## src/rtl/digital_lock_ctrl.sv

```systemverilog
// rtl/digital_lock_ctrl.sv - digit-entry lock controller with password change and timed lockout
module digital_lock_ctrl #(
    parameter int                      PW_LEN      = 4,
    parameter logic [2*PW_LEN-1:0]     DEFAULT_PW  = 8'b00_01_10_01,
    parameter int                      MAX_FAIL    = 3,
    parameter int                      LOCK_CYCLES = 16
) (
    input  logic       clk,
    input  logic       rst_all,
    input  logic       enter,
    input  logic [1:0] mod3_btn,
    input  logic       mode,
    input  logic       lock_rst,
    output logic       Q,
    output logic [2:0] led_4,
    output logic       alarm,
    output logic [2:0] digit_cnt
);

    localparam int              IW        = (PW_LEN > 1) ? $clog2(PW_LEN) : 1;
    localparam int              LW        = $clog2(LOCK_CYCLES + 1);
    localparam logic [2:0]      LAST_IDX  = 3'(PW_LEN - 1);
    localparam logic [2:0]      MAX_FAIL3 = 3'(MAX_FAIL);
    localparam logic [LW-1:0]   LOCK_INIT = LW'(LOCK_CYCLES - 1);

    typedef enum logic [2:0] {
        S_IDLE, S_ENTRY, S_CHECK, S_OPEN, S_SETPW, S_LOCKOUT
    } state_t;

    state_t                   state, state_n;
    logic [PW_LEN-1:0][1:0]   entry_buf, entry_buf_n, entry_ins;
    logic [PW_LEN-1:0][1:0]   pw, pw_n;
    logic [2:0]               digit_cnt_n;
    logic [2:0]               fail_cnt, fail_cnt_n, fail_inc;
    logic [LW-1:0]            lock_cnt, lock_cnt_n;
    logic                     enter_q;
    logic                     keypress, valid_key, last_digit;
    logic                     q_d, alarm_d;
    logic [2:0]               led_d;
    logic [IW-1:0]            idx;

    assign keypress   = enter & ~enter_q;
    assign valid_key  = keypress && (mod3_btn != 2'd3);
    assign last_digit = (digit_cnt == LAST_IDX);
    assign idx        = digit_cnt[IW-1:0];
    assign fail_inc   = fail_cnt + 3'd1;

    always_comb begin
        entry_ins      = entry_buf;
        entry_ins[idx] = mod3_btn;
    end

    always_ff @(posedge clk) begin
        if (rst_all) begin
            state     <= S_IDLE;
            entry_buf <= '0;
            pw        <= DEFAULT_PW;
            digit_cnt <= 3'd0;
            fail_cnt  <= 3'd0;
            lock_cnt  <= '0;
            enter_q   <= 1'b0;
            Q         <= 1'b0;
            alarm     <= 1'b0;
            led_4     <= MAX_FAIL3;
        end else begin
            state     <= state_n;
            entry_buf <= entry_buf_n;
            pw        <= pw_n;
            digit_cnt <= digit_cnt_n;
            fail_cnt  <= fail_cnt_n;
            lock_cnt  <= lock_cnt_n;
            enter_q   <= enter;
            Q         <= q_d;
            alarm     <= alarm_d;
            led_4     <= led_d;
        end
    end

    always_comb begin
        state_n     = state;
        entry_buf_n = entry_buf;
        pw_n        = pw;
        digit_cnt_n = digit_cnt;
        fail_cnt_n  = fail_cnt;
        lock_cnt_n  = lock_cnt;
        case (state)
            S_IDLE, S_ENTRY: begin
                if (lock_rst) begin
                    state_n     = S_IDLE;
                    digit_cnt_n = 3'd0;
                end else if (valid_key) begin
                    entry_buf_n = entry_ins;
                    digit_cnt_n = digit_cnt + 3'd1;
                    state_n     = last_digit ? S_CHECK : S_ENTRY;
                end
            end
            S_CHECK: begin
                digit_cnt_n = 3'd0;
                if (entry_buf == pw) begin
                    state_n    = S_OPEN;
                    fail_cnt_n = 3'd0;
                end else begin
                    fail_cnt_n = fail_inc;
                    if (fail_inc >= MAX_FAIL3) begin
                        state_n    = S_LOCKOUT;
                        lock_cnt_n = LOCK_INIT;
                    end else begin
                        state_n = S_IDLE;
                    end
                end
            end
            S_OPEN: begin
                if (lock_rst) begin
                    state_n = S_IDLE;
                end else if (keypress && mode) begin
                    state_n     = S_SETPW;
                    digit_cnt_n = 3'd0;
                end
            end
            S_SETPW: begin
                // The live password is only written once the whole new code is in.
                if (lock_rst) begin
                    state_n     = S_IDLE;
                    digit_cnt_n = 3'd0;
                end else if (valid_key) begin
                    entry_buf_n = entry_ins;
                    if (last_digit) begin
                        pw_n        = entry_ins;
                        digit_cnt_n = 3'd0;
                        state_n     = S_OPEN;
                    end else begin
                        digit_cnt_n = digit_cnt + 3'd1;
                    end
                end
            end
            S_LOCKOUT: begin
                if (lock_cnt == '0) begin
                    state_n    = S_IDLE;
                    fail_cnt_n = 3'd0;
                end else begin
                    lock_cnt_n = lock_cnt - 1'b1;
                end
            end
            default: state_n = S_IDLE;
        endcase
    end

    always_comb begin
        q_d     = (state == S_OPEN) || (state == S_SETPW);
        alarm_d = (state == S_LOCKOUT);
        led_d   = MAX_FAIL3 - fail_cnt;
    end

endmodule

```

## config.mk

```make
export PLATFORM = sky130hd
export DESIGN_NAME = digital_lock_ctrl
export DESIGN_NICKNAME = d
export VERILOG_FILES = /design/src/rtl/digital_lock_ctrl.sv
export SDC_FILE = /design/constraint.sdc
export NUM_CORES = 1
export LEC_CHECK = 0
export ABC_AREA = 1
export BUFFER_PORTS_ARGS = -buffer_cell sky130_fd_sc_hd__clkbuf_2
export CAP_MARGIN = 10
export CELL_PAD_IN_SITES_DETAIL_PLACEMENT = 0
export CELL_PAD_IN_SITES_GLOBAL_PLACEMENT = 2
export CORE_MARGIN = 1
export CORE_UTILIZATION = 35
export CTS_CLUSTER_DIAMETER = 50
export DETAILED_ROUTE_END_ITERATION = 10
export PLACE_DENSITY = 0.79
export SLEW_MARGIN = 20
export SYNTH_ARGS = -nofsm -noshare
export SYNTH_HDL_FRONTEND = slang
export SYNTH_SLANG_ARGS = --single-unit
```

## constraint.sdc

```tcl
create_clock -name clk -period 1.75 [get_ports clk]
set_clock_uncertainty 0.15 [all_clocks]
set_input_delay 0 -clock clk [delete_from_list [all_inputs] [get_ports clk]]
set_output_delay 0 -clock clk [all_outputs]
set_load 0.03 [all_outputs]
```

==> run summary, run 1 <==
The number of hold violations in the final report is 0, and the fill cell instance count of the final layout is 602. In this run the critical register-to-register path is launched from lock_cnt[1]. The net load switching power was 0.417 mW; the number of library cell types mapped by synthesis was 33. Counting flops and latches in the post-synthesis netlist gives 36. The number of nets still failing antenna checks after routing came out at 0. The instance count after placement with tap cells included was 362; the buffer depth of the longest clock path was 2. Compared with the post-synthesis result, the final layout area differs by 21.1%. After synthesis, the most frequently instantiated cells are sky130_fd_sc_hd__nand2_1 (56), sky130_fd_sc_hd__dfxtp_1 (36), sky130_fd_sc_hd__inv_1 (29).

Global-route usage over all layers: 15.7%. Counting flops with a built-in enable in the synthesized netlist gives 0. Total wirelength of the detailed-routed design: 4360 µm. The tools report the critical path endpoint category as a register. The length of the first detailed-routing pass in iterations is 4.

Count of buffering cells on the critical path with inverters included: 1. Yosys printed 0 warnings. The post-route cell area is 2470 µm², and the count of boundary I/O pins is 15. The total internal power was 1.33 mW; the register-to-register path setup slack was 150 ps.

The clock reaches the later pin of the worst-skew pair after 280 ps. In this run the power density over the cells is 706 nW/µm². The fraction of registers with async set or reset after synthesis was 0%; the area occupied by multi-input gates was 1170 µm².

The post-detailed-route wirelength per cell is 11.6 µm. The cell family contributing the most delay on the critical path is simple AND/OR/NAND/NOR gates. sky130_fd_sc_hd__nand2_1 is the most common cell in the netlist. After synthesis, the cell types taking the most area are sky130_fd_sc_hd__dfxtp_1 (35%), sky130_fd_sc_hd__nand2_1 (10%), sky130_fd_sc_hd__ha_1 (6.1%).

The transition at the pin with the smallest max-transition slack works out to 309 ps. The launch point of the worst path is lock_cnt[1]. The most used flip-flop cell after synthesis is sky130_fd_sc_hd__dfxtp_1.

The clock transition at the registers of the reported paths works out to 70 ps. The tools report the initial antenna violation count as 0. The first routing iteration left 58 violations. The launching element type of the critical path is a register. Setup violations remaining at the end of the flow were counted as 0.

The total number of H-tree levels was 2. For the achievable frequency, the log shows 0.626 GHz. After synthesis, the mean cell area works out to 7.53 µm². The final weighted congestion in routability-driven placement was 0.767.

Worst slack at placement: 42.9 ps. Wire segments on met3 add up to 96 µm in the final route. The synthesized netlist occupies a cell area of 2040 µm². Worst hold path class: in2reg. The floorplan step defined a die boundary enclosing 6140 µm².

Buffers inserted during clock tree synthesis total 5. The worst setup slack after layout was 152 ps. Among all stages on the critical path, the largest delay is contributed by sky130_fd_sc_hd__dfxtp_1. Excluding fillers, the count of instances in the completed layout stands at 377. After legalization and detailed placement, the total HPWL measured 3290 µm.

The buffer cell driving the clock tree root was sky130_fd_sc_hd__clkbuf_8. Once placement finished, the instance area stood at 2270 µm². For the clock net sink count, the log shows 36. The area fraction of the dominant cell type after synthesis was 35.3%; the net total in the final layout was 321. At the worst endpoint, the required time is 1820 ps. The run finished with clean final reports. The final cycle utilization of the critical path is 91.3%. The most prevalent standard cell on the critical path is sky130_fd_sc_hd__nor2_4. Entering global routing, the biggest net connects 17 pins. Once the floorplan was initialized, standard cells occupied 36.6% of the core.

The detailed router put a total of 2200 µm of wire on met1. TritonCTS built the clock tree. The first global-routing pass estimated 7510 µm of wire. The logs give 2030 µm for the routed length on met2 and 5570 µm² for the area of the core. The tools report the number of global-route vias before repair as 1691. The critical path goes through inv_1 > ha_1 > nand3_2 > nand2_8 > nand2_2 > nor2_4 > nand2_4 > nor2_4 > nand2_1 > a21oi_1.

The critical path ends at state[1]. The DRC violations left was 0; the time the final worst path needs with I/O delays and setup was 1600 ps. In this design, the stage delay of the slowest critical-path cell is 320 ps. The worst hold slack is 21.0 ps, and the final-report max-slew violation count is 0.

The critical-path maximum fanout is 7. The via-per-instance ratio works out to 4.64. The switching share of total power is 23.9%, and the horizontal die dimension is 78.4 µm. In the synthesized netlist, the number of instances is 271. VDD sags by at most 355 µV. The most area-hungry cell type in the Yosys netlist is sky130_fd_sc_hd__dfxtp_1. The floorplan die height is 78.4 µm, and the remaining max-slew budget at the tightest pin is 79.3%.

The share of total power dissipated in sequential elements is 48.3%. At the worst endpoint, the arrival time is 1660 ps. Adding up every negative setup slack in the final design gives 0 ps. Summing the sequential cell areas from Yosys gives 35.3% of the chip area. The critical setup path kind is reg2reg.

The endpoint identified for the worst register-to-register timing path is state[1]. In this run the number of cells on the critical path is 10. The tools report the part of the power in the clock network as 41.6%. Counting cells, the worst reg-to-reg path comes to 10.

Cells with a size suffix above 1 make up 25.2% of the layout. The share of total power in combinational logic is 10.1%. Max-cap violations in this run came to 0. The logs give 27 for the floorplan row count and 1750 for the via count of the routed design.

0 antenna diodes ended up in the layout. The total overflow left after global routing is 0. When the netlist entered floorplanning its net count stood at 288. The highest metal layer carrying signal wires in the routed design is met4. Setup repair after global routing left no endpoint under its margin.

Summing all flip-flop and latch instances after layout gives 727 µm². In this run the tool buffered the top-level ports with 14 buffer cells. In this run the static leakage power is 1.05 nW.
==> final cells by class <==
type                            count  share of cell area (%)
Sequential cell                    36                    29.4
Multi-Input combinational cell    193                    47.3
Timing Repair Buffer               31                    9.01
Tap cell                           72                    3.64
Clock inverter                      2                    1.42
Clock buffer                        6                    2.94
Inverter                           37                    6.28
==> worst reg2reg max path, cell delays in order, from the launching register on <==
cell and delay (ps):
sky130_fd_sc_hd__dfxtp_1 320, sky130_fd_sc_hd__inv_1 90, sky130_fd_sc_hd__ha_1 170, sky130_fd_sc_hd__nand3_2 150, sky130_fd_sc_hd__nand2_8 130, sky130_fd_sc_hd__nand2_2 70, sky130_fd_sc_hd__nor2_4 120, sky130_fd_sc_hd__nand2_4 70
sky130_fd_sc_hd__nor2_4 100, sky130_fd_sc_hd__nand2_1 60, sky130_fd_sc_hd__a21oi_1 110
==> metal layers <==
layer	up-vias	GRT usage [%]
met2	16	26.8
met1	788	19.6
li1	944	-
met3	2	3.60
met5	-	0
met4	0	4.63
==> repair_timing <==
| action | CTS | global route |
|---|---|---|
| setup endpoints to repair | 0 | 7 |
| hold buffers | 5 | 0 |
| hold endpoints to repair | 18 | 0 |
| setup buffers | 0 | 2 |
| resized for setup | 0 | 8 |
==> sequential cells by signal, indices dropped and copies added (netlist names) <==
register	count
entry_buf	8
pw	8
lock_cnt	5
digit_cnt	3
fail_cnt	3
led_4	3
state	3
Q	1
alarm	1
enter_q	1
==> logic make-up after synthesis <==
family	after synthesis	share of synthesized area (%)
buf+inv	42	8.88
fa+ha+maj	10	6.13
flops	36	35.3
simple gates	122	31.6
compound gates	53	14.6
xor+xnor	8	3.43
==> through the flow <==
stage	utilization [%]	power, mW
floorplan	-	0.981
global placement	40.7	1.04
detailed placement	40.7	1.03
CTS	43.5	1.78
global route	44.4	1.84
finish	44.4	1.75
==> power groups by stage <==
stage | Sequential, mW | Combinational [mW] | Clock [mW]
detailed placement | 0.865 | 0.169 | 0
global route | 0.846 | 0.198 | 0.793
finish | 0.844 | 0.177 | 0.726
floorplan | 0.870 | 0.111 | 0
CTS | 0.846 | 0.178 | 0.758
global placement | 0.865 | 0.170 | 0
==> how the worst min path moves through the flow <==
stage                     slack (ps)         from       to  cells after the start
after floorplan                  -40        enter  enter_q                      2
after global placement            80        enter  enter_q                      3
after detailed placement          80        enter  enter_q                      3
after CTS                         20  mod3_btn[0]    pw[4]                      5
after global routing              70  mod3_btn[1]    pw[3]                      5
final                             20  mod3_btn[0]    pw[4]                      5
==> cell usage in the layout, fill, tap and decap left out, types with 2 or more instances in the layout <==
master,count
sky130_fd_sc_hd__dfxtp_2,2
sky130_fd_sc_hd__dfxtp_1,33
sky130_fd_sc_hd__nand2_4,5
sky130_fd_sc_hd__nor2_4,7
sky130_fd_sc_hd__nor2_1,16
sky130_fd_sc_hd__ha_1,9
sky130_fd_sc_hd__o22ai_1,3
sky130_fd_sc_hd__inv_1,29
sky130_fd_sc_hd__o21ai_1,3
sky130_fd_sc_hd__clkbuf_8,5
sky130_fd_sc_hd__inv_2,6
sky130_fd_sc_hd__buf_4,11
sky130_fd_sc_hd__o31ai_1,2
sky130_fd_sc_hd__o21ai_0,21
sky130_fd_sc_hd__nand3_2,4
sky130_fd_sc_hd__xnor2_1,7
sky130_fd_sc_hd__a21oi_1,17
sky130_fd_sc_hd__a21oi_2,4
sky130_fd_sc_hd__nor2_2,4
sky130_fd_sc_hd__clkbuf_2,14
sky130_fd_sc_hd__nand2_1,56
sky130_fd_sc_hd__or2_2,2
sky130_fd_sc_hd__nand3_1,20
sky130_fd_sc_hd__dlygate4sd3_1,5
sky130_fd_sc_hd__nand2_2,3
(Power assumes the default switching activity.)
==> run 2: changes to the inputs <==
Settings changed: RECOVER_POWER set to 50.
==> run summary, run 2 (same netlist as run 1, synthesis figures left out) <==
The final cycle utilization of the critical path is 92.5% (+1.2 points). For the part of the power in the clock network, the log shows 41.6% (about the same). The cell sitting at the root of the clock tree is a sky130_fd_sc_hd__clkbuf_8. The die area came out at 6140 µm² (unchanged). For the final weighted congestion in routability-driven placement, the log shows 0.767 (unchanged). Clock transition at the registers of the reported paths: 80 ps (about the same).

Leaving out fill and tap cells, the most frequent cells in the layout are sky130_fd_sc_hd__nand2_1 (56), sky130_fd_sc_hd__dfxtp_1 (33), sky130_fd_sc_hd__inv_1 (29), sky130_fd_sc_hd__o21ai_0 (22), sky130_fd_sc_hd__nand3_1 (20). The logs give 17 (unchanged) for the pin count of the biggest net entering global routing and 48.4% (about the same) for the power share of the sequential group. The largest incremental delay on the critical path was 390 ps (+70 ps). The number of hold violations in the final report was 0 (unchanged); the critical-path maximum fanout was 5 (-2). The run gives 2 (unchanged) as the total number of H-tree levels.

The tools report the launching element type of the critical path as a register. The total internal power was 1.33 mW (about the same); the initial detailed-routing violation count was 61 (+5.2%). The number of max-cap violations came out at 0 (unchanged). The number of nets still failing antenna checks after routing is 0 (unchanged). The remaining max-slew budget at the tightest pin is 75.7% (-3.5 points), and the share of total power in combinational logic is 10.1% (about the same).

The via-per-instance ratio was 4.64 (unchanged); the net total in the final layout was 321 (unchanged). The logs give 27 (unchanged) for the floorplan row count and 3290 µm (unchanged) for the final HPWL from detailed placement. TritonCTS built the clock tree. The clock net sink count was 36 (unchanged).

The area of the core was 5570 µm² (unchanged); the DRC violations left was 0 (unchanged). The floorplan die height is 78.4 µm (unchanged). The global-route usage over all layers was 15.7% (unchanged); the number of global-route vias before repair was 1691 (unchanged). The synthesis-to-finish area growth came out at 20.3%. The run gives 2460 µm² (-0.61%) as the post-route cell area. The largest registers in the layout are entry_buf (8), pw (8), lock_cnt (5). Switching share of total power: 23.9% (about the same). The transition at the pin with the smallest max-transition slack is 366 ps (+57.0 ps).

Count of buffering cells on the critical path with inverters included: 3 (+2). The logs give 605 (+0.50%) for the fill cell instance count of the final layout and 1.02 nW (-3.0%) for the total leakage power. The time the final worst path needs with I/O delays and setup is 1620 ps (+20.5 ps). The count of boundary I/O pins came out at 15 (unchanged). The tools report the length of the first detailed-routing pass in iterations as 4 (unchanged). The tools report the first-pass GRT wire length as 7510 µm (unchanged).

The worst setup slack after layout was 132 ps (-20.5 ps). The run finished with clean final reports. The maximum vdd drop is 355 µV (about the same). Traced cell by cell, the critical path runs through inv_2 > clkbuf_1 > nor2_4 > buf_4 > nor3_4 > nand2_2 > nand2_1 > a21oi_1. Setup repair after global routing left no endpoint under its margin. The effective utilization at floorplan is 36.6% (unchanged).

Number of failing setup endpoints in the final timing report: 0 (unchanged). The final-report max-slew violation count was 0 (unchanged); the data arrival time of the worst path was 1640 ps (-20 ps). The number of buffers inserted by port buffering was 14 (unchanged).

The critical path's top delay family was simple AND/OR/NAND/NOR gates. The tools report the critical path endpoint category as a register. The horizontal die dimension is 78.4 µm (unchanged). The min-delay analysis places its worst path in the category in2reg.

The tools report the number of buffers created by CTS as 5 (unchanged). The tools report the placed standard-cell area as 2270 µm² (unchanged). The net load switching power was 0.417 mW (about the same). The worst slack at placement came out at 42.9 ps (unchanged).

The clock latency on the worst-skew pair came out at 280 ps (about the same). Via count of the routed design: 1750 (unchanged). The library cell used most frequently in the layout, excluding fill and tap cells, is sky130_fd_sc_hd__nand2_1. The share of final-layout standard cells stronger than drive strength 1 works out to 22.0% (-3.3 points). Among all stages on the critical path, the largest delay is contributed by sky130_fd_sc_hd__dfxtp_1. The initial antenna violation count is 0 (unchanged), and the worst path required time is 1770 ps (-50 ps).

For the buffer depth of the longest clock path, the log shows 2 (unchanged). The critical path is of the reg2reg type. The count of antenna diodes in the layout is 0 (unchanged), and the achievable frequency is 0.618 GHz (-1.3%).

The power density relative to cell area came out at 710 nW/µm² (+0.54%). The final sum of negative setup slack is 0 ps (unchanged), and the post-detailed-route wirelength per cell is 11.6 µm (about the same). The run gives 0 (unchanged) as the total grt overflow. Total wirelength of the detailed-routed design: 4360 µm (about the same).
run 2: worst reg2reg max path: stages (launching register included):
cell and delay (ps):
sky130_fd_sc_hd__dfxtp_1 390, sky130_fd_sc_hd__inv_2 140, sky130_fd_sc_hd__clkbuf_1 160, sky130_fd_sc_hd__nor2_4 50
sky130_fd_sc_hd__buf_4 150, sky130_fd_sc_hd__nor3_4 240, sky130_fd_sc_hd__nand2_2 100, sky130_fd_sc_hd__nand2_1 70
sky130_fd_sc_hd__a21oi_1 50
run 2: stage by stage:
stage                     hold WS [ps]  power [mW]  instances  utilization [%]
after floorplan                  -43.0       0.981        271                -
after global placement            76.3        1.04        362             40.7
after detailed placement          84.0        1.03        362             40.7
after CTS                         20.1        1.78        375             43.5
after global routing              61.7        1.84        377             44.1
final                             22.0        1.74        377             44.1
run 2: final timing paths:
path	startpoint	end	slack, ps	cells past startpoint
max	state[2]	digit_cnt[0]	130	8
min	mod3_btn[0]	pw[4]	20	5
max reg2reg	state[2]	digit_cnt[0]	130	8
min reg2reg	fail_cnt[2]	led_4[2]	310	2
run 2: area by class of cell:
class / instances / area (µm²) / share of cell area (%)
multi-input combinational: 193 / 1170 / 47.6
sequential: 36 / 727 / 29.6
timing repair buffer: 31 / 208 / 8.45
inverter: 37 / 155 / 6.31
tap: 72 / 90.1 / 3.67
clock buffer: 6 / 72.6 / 2.95
clock inverter: 2 / 35.0 / 1.43
run 2: power by group through the flow:
stage,Clock (mW),Sequential (mW),Combinational [mW]
after floorplan,0,0.870,0.111
after global placement,0,0.865,0.170
after detailed placement,0,0.865,0.169
after CTS,0.758,0.846,0.178
after global routing,0.793,0.846,0.197
final,0.725,0.844,0.176
run 2: routing by layer:
metal  wire length (µm)  share of wire (%)  vias up  GRT usage, %
met4                 24               0.55        0          4.63
met5                  0                  0        -             0
met1               2210                 51      789          19.6
li1                   -                  -      943             -
met3                 99                2.3        2          3.60
met2               2020                 46       16          26.8
run 2: what timing repair did:
item                                   CTS  global route
hold buffers                             5             0
buffers inserted                         0             2
endpoints found under the hold margin   18             0
gates resized for setup                  0             8
setup endpoints to repair                0             7
==> run 3: changes to the inputs <==
Settings changed: CELL_PAD_IN_SITES_DETAIL_PLACEMENT 0 to unset, CELL_PAD_IN_SITES_GLOBAL_PLACEMENT 2 to unset, CORE_UTILIZATION 35 to 40, PLACE_DENSITY 0.79 to 0.57.
==> run summary, run 3 (same netlist as run 1, synthesis figures left out) <==
The run finished with clean final reports. The logs give 728 µm² (+0.17%) for the register cell area after layout and 1160 µm² (-0.96%) for the area occupied by multi-input gates. The run gives 42.4% (+5.8 points) as the effective utilization at floorplan.

The clock latency on the worst-skew pair is 290 ps (about the same). For the number of cells in the finished layout apart from fillers, the log shows 367 (-2.7%). The run gives 4100 µm (-5.8%) as the total wirelength of the detailed-routed design.

The library cell used most frequently in the layout, excluding fill and tap cells, is sky130_fd_sc_hd__nand2_1. The clock transition at the registers of the reported paths came out at 80 ps (about the same). The final-report max-slew violation count was 0 (unchanged); the initial detailed-routing violation count was 115 (+89%). The final weighted congestion in routability-driven placement was 0.848 (+11%). The largest registers in the layout are entry_buf (8), pw (8), lock_cnt (5).

The time the final worst path needs with I/O delays and setup is 1620 ps (+4.93 ps), and the horizontal die dimension is 73.5 µm (-6.3%). The number of nets still failing antenna checks after routing came out at 0 (unchanged). The buffer depth of the longest clock path came out at 2 (unchanged). The clock net sink count is 36 (unchanged). The first-pass GRT wire length is 7050 µm (-6.2%). The most heavily used metal layer in global routing is met2. The initial antenna violation count is 0 (unchanged), and the instance count after placement with tap cells included is 353 (-2.5%). The achievable frequency was 0.616 GHz (-0.30%); the total leakage power was 1.02 nW (-0.43%). The transition at the pin with the smallest max-transition slack came out at 370 ps (+4.85 ps). The worst setup path is captured at a register. The tools report the via count of the routed design as 1760 (+0.57%).

The tools report the global routing usage on met2 as 26.2% (-0.64 points). The run gives 0 (unchanged) as the count of antenna diodes in the layout. The final cycle utilization of the critical path was 92.8% (+0.28 points); the total grt overflow was 0 (unchanged).

Net total in the final layout: 316 (-1.6%). Walking the worst path, the cells encountered are inv_1 > ha_1 > nor2_2 > nor2_2 > a21oi_4 > nand2_4 > nand2_4 > nand2_1 > a21oi_1. The tools report the count of boundary I/O pins as 15 (unchanged).

The buffer cell driving the clock tree root is sky130_fd_sc_hd__clkbuf_8. The run gives 17.2% (+1.5 points) as the global-route usage over all layers. The tools report the worst hold slack as 17.3 ps (-4.75 ps). The die area came out at 5390 µm² (-12%). The run gives 0 (unchanged) as the DRC violations left. The library cells used most frequently in the layout, excluding fill and tap cells, are sky130_fd_sc_hd__nand2_1 (57), sky130_fd_sc_hd__dfxtp_1 (32), sky130_fd_sc_hd__inv_1 (29), sky130_fd_sc_hd__o21ai_0 (21), sky130_fd_sc_hd__nand3_1 (20).

For the register-to-register path setup slack, the log shows 130 ps (about the same). The worst setup path is of the reg2reg kind. The share of final-layout standard cells stronger than drive strength 1 is 20.7% (-1.3 points), and the number of hold violations in the final report is 0 (unchanged). The number of buffers inserted by port buffering works out to 14 (unchanged). For the worst path required time, the log shows 1820 ps (+50 ps). The tools report the final HPWL from detailed placement as 3020 µm (-8.2%). The tightest min-delay check is of the in2reg type. For the floorplan row count, the log shows 25 (-7.4%).

For the met3 capacity usage during global routing, the log shows 3.70% (+0.099 points). The post-detailed-route wirelength per cell works out to 11.2 µm (-3.2%). The tools report the sum of internal, switching and leakage power as 2.04 mW (+17%). Power density relative to cell area: 831 nW/µm² (+17%). The floorplan die height is 73.5 µm (-6.3%). For the total setup buffers inserted after CTS, the log shows 0 (unchanged). The logs give 0 (unchanged) for the number of failing setup endpoints in the final timing report and 17 (unchanged) for the pin count of the biggest net entering global routing.

The tools report the number of global-route vias before repair as 1551 (-8.3%). The critical-path maximum fanout is 6 (+1), and the total number of H-tree levels is 2 (unchanged). The launching element type of the critical path is a register. The number of max-cap violations is 0 (unchanged), and the met1 layer usage reported by global route is 23.9% (+4.3 points).

The fill cell instance count of the final layout is 514 (-15%), and the via-per-instance ratio is 4.80 (+3.3%). Compared with the post-synthesis result, the final layout area differs by 19.9%. For the area of the core, the log shows 4820 µm² (-14%). Largest incremental delay on the critical path: 370 ps (-20 ps). The remaining max-slew budget at the tightest pin came out at 75.4% (-0.32 points). TritonCTS built the clock tree. The slowest cell on the critical path is sky130_fd_sc_hd__dfxtp_4. The length of the first detailed-routing pass in iterations is 4 (unchanged). The logs give 1690 ps (+50 ps) for the data arrival time of the worst path and 466 µV (+31%) for the maximum vdd drop. The number of buffers created by CTS came out at 5 (unchanged).
## run 3: cell count changes in the layout (fill, tap and decap cells not counted), sizes merged
| cell | before | now |
|---|---|---|
| buf | 11 | 6 |
| bufinv | 2 | 4 |
| clkinv | 1 | 0 |
| dlygate4sd3 | 5 | 6 |
| clkbuf | 21 | 19 |
## run 3: stage by stage
stage               worst slack, ps  instance area, µm²  utilization, %  setup TNS, ps
floorplan                      66.5                2040               -              0
global placement               65.1                2220            46.0              0
detailed placement             54.7                2220            46.0              0
CTS                            39.4                2440            50.6              0
global route                  -5.07                2450            50.8          -7.95
finish                          127                2450            50.8              0
## run 3: cell type report
cell class	count	area share, %
multi-input combinational	193	47.3
sequential	36	29.7
timing repair buffer	26	6.69
inverter	37	6.34
clock inverter	3	3.68
tap	67	3.42
clock buffer	5	2.81
## run 3: critical path: cells and delay by family (launching register included)
family / cells / cell delay [ps]
AOI/OAI and AO/OA: 2 / 290
adders and majority gates: 1 / 310
buffers and inverters: 1 / 40
DFF: 1 / 370
and+or+nand+nor: 5 / 400
## run 3: timing repair
item,CTS,global route
hold buffers,6,0
setup endpoints to repair,0,15
resized for setup,0,8
endpoints found under the hold margin,19,0
## run 3: metal layers
layer / part of all wire [%] / routed length (µm) / vias to the layer above
li1: - / - / 934
met1: 52 / 2150 / 795
met2: 43 / 1770 / 24
met3: 2.8 / 115 / 7
met4: 1.6 / 65 / 0
met5: 0 / 0 / -
## run 3: final timing paths
path          startpoint     endpoint  cells after the start
min reg2reg  fail_cnt[1]     led_4[1]                      1
max          fail_cnt[0]  lock_cnt[3]                      9
min          mod3_btn[1]        pw[3]                      5
max reg2reg  fail_cnt[0]  lock_cnt[3]                      9
## run 3: where the power goes
| part | switching, mW | total (mW) | internal [mW] |
|---|---|---|---|
| Clock | 0.308 | 1.02 | 0.713 |
| Combinational | 0.103 | 0.169 | 0.0662 |
| Sequential | 0.0113 | 0.845 | 0.834 |
| Total | 0.422 | 2.04 | 1.61 |
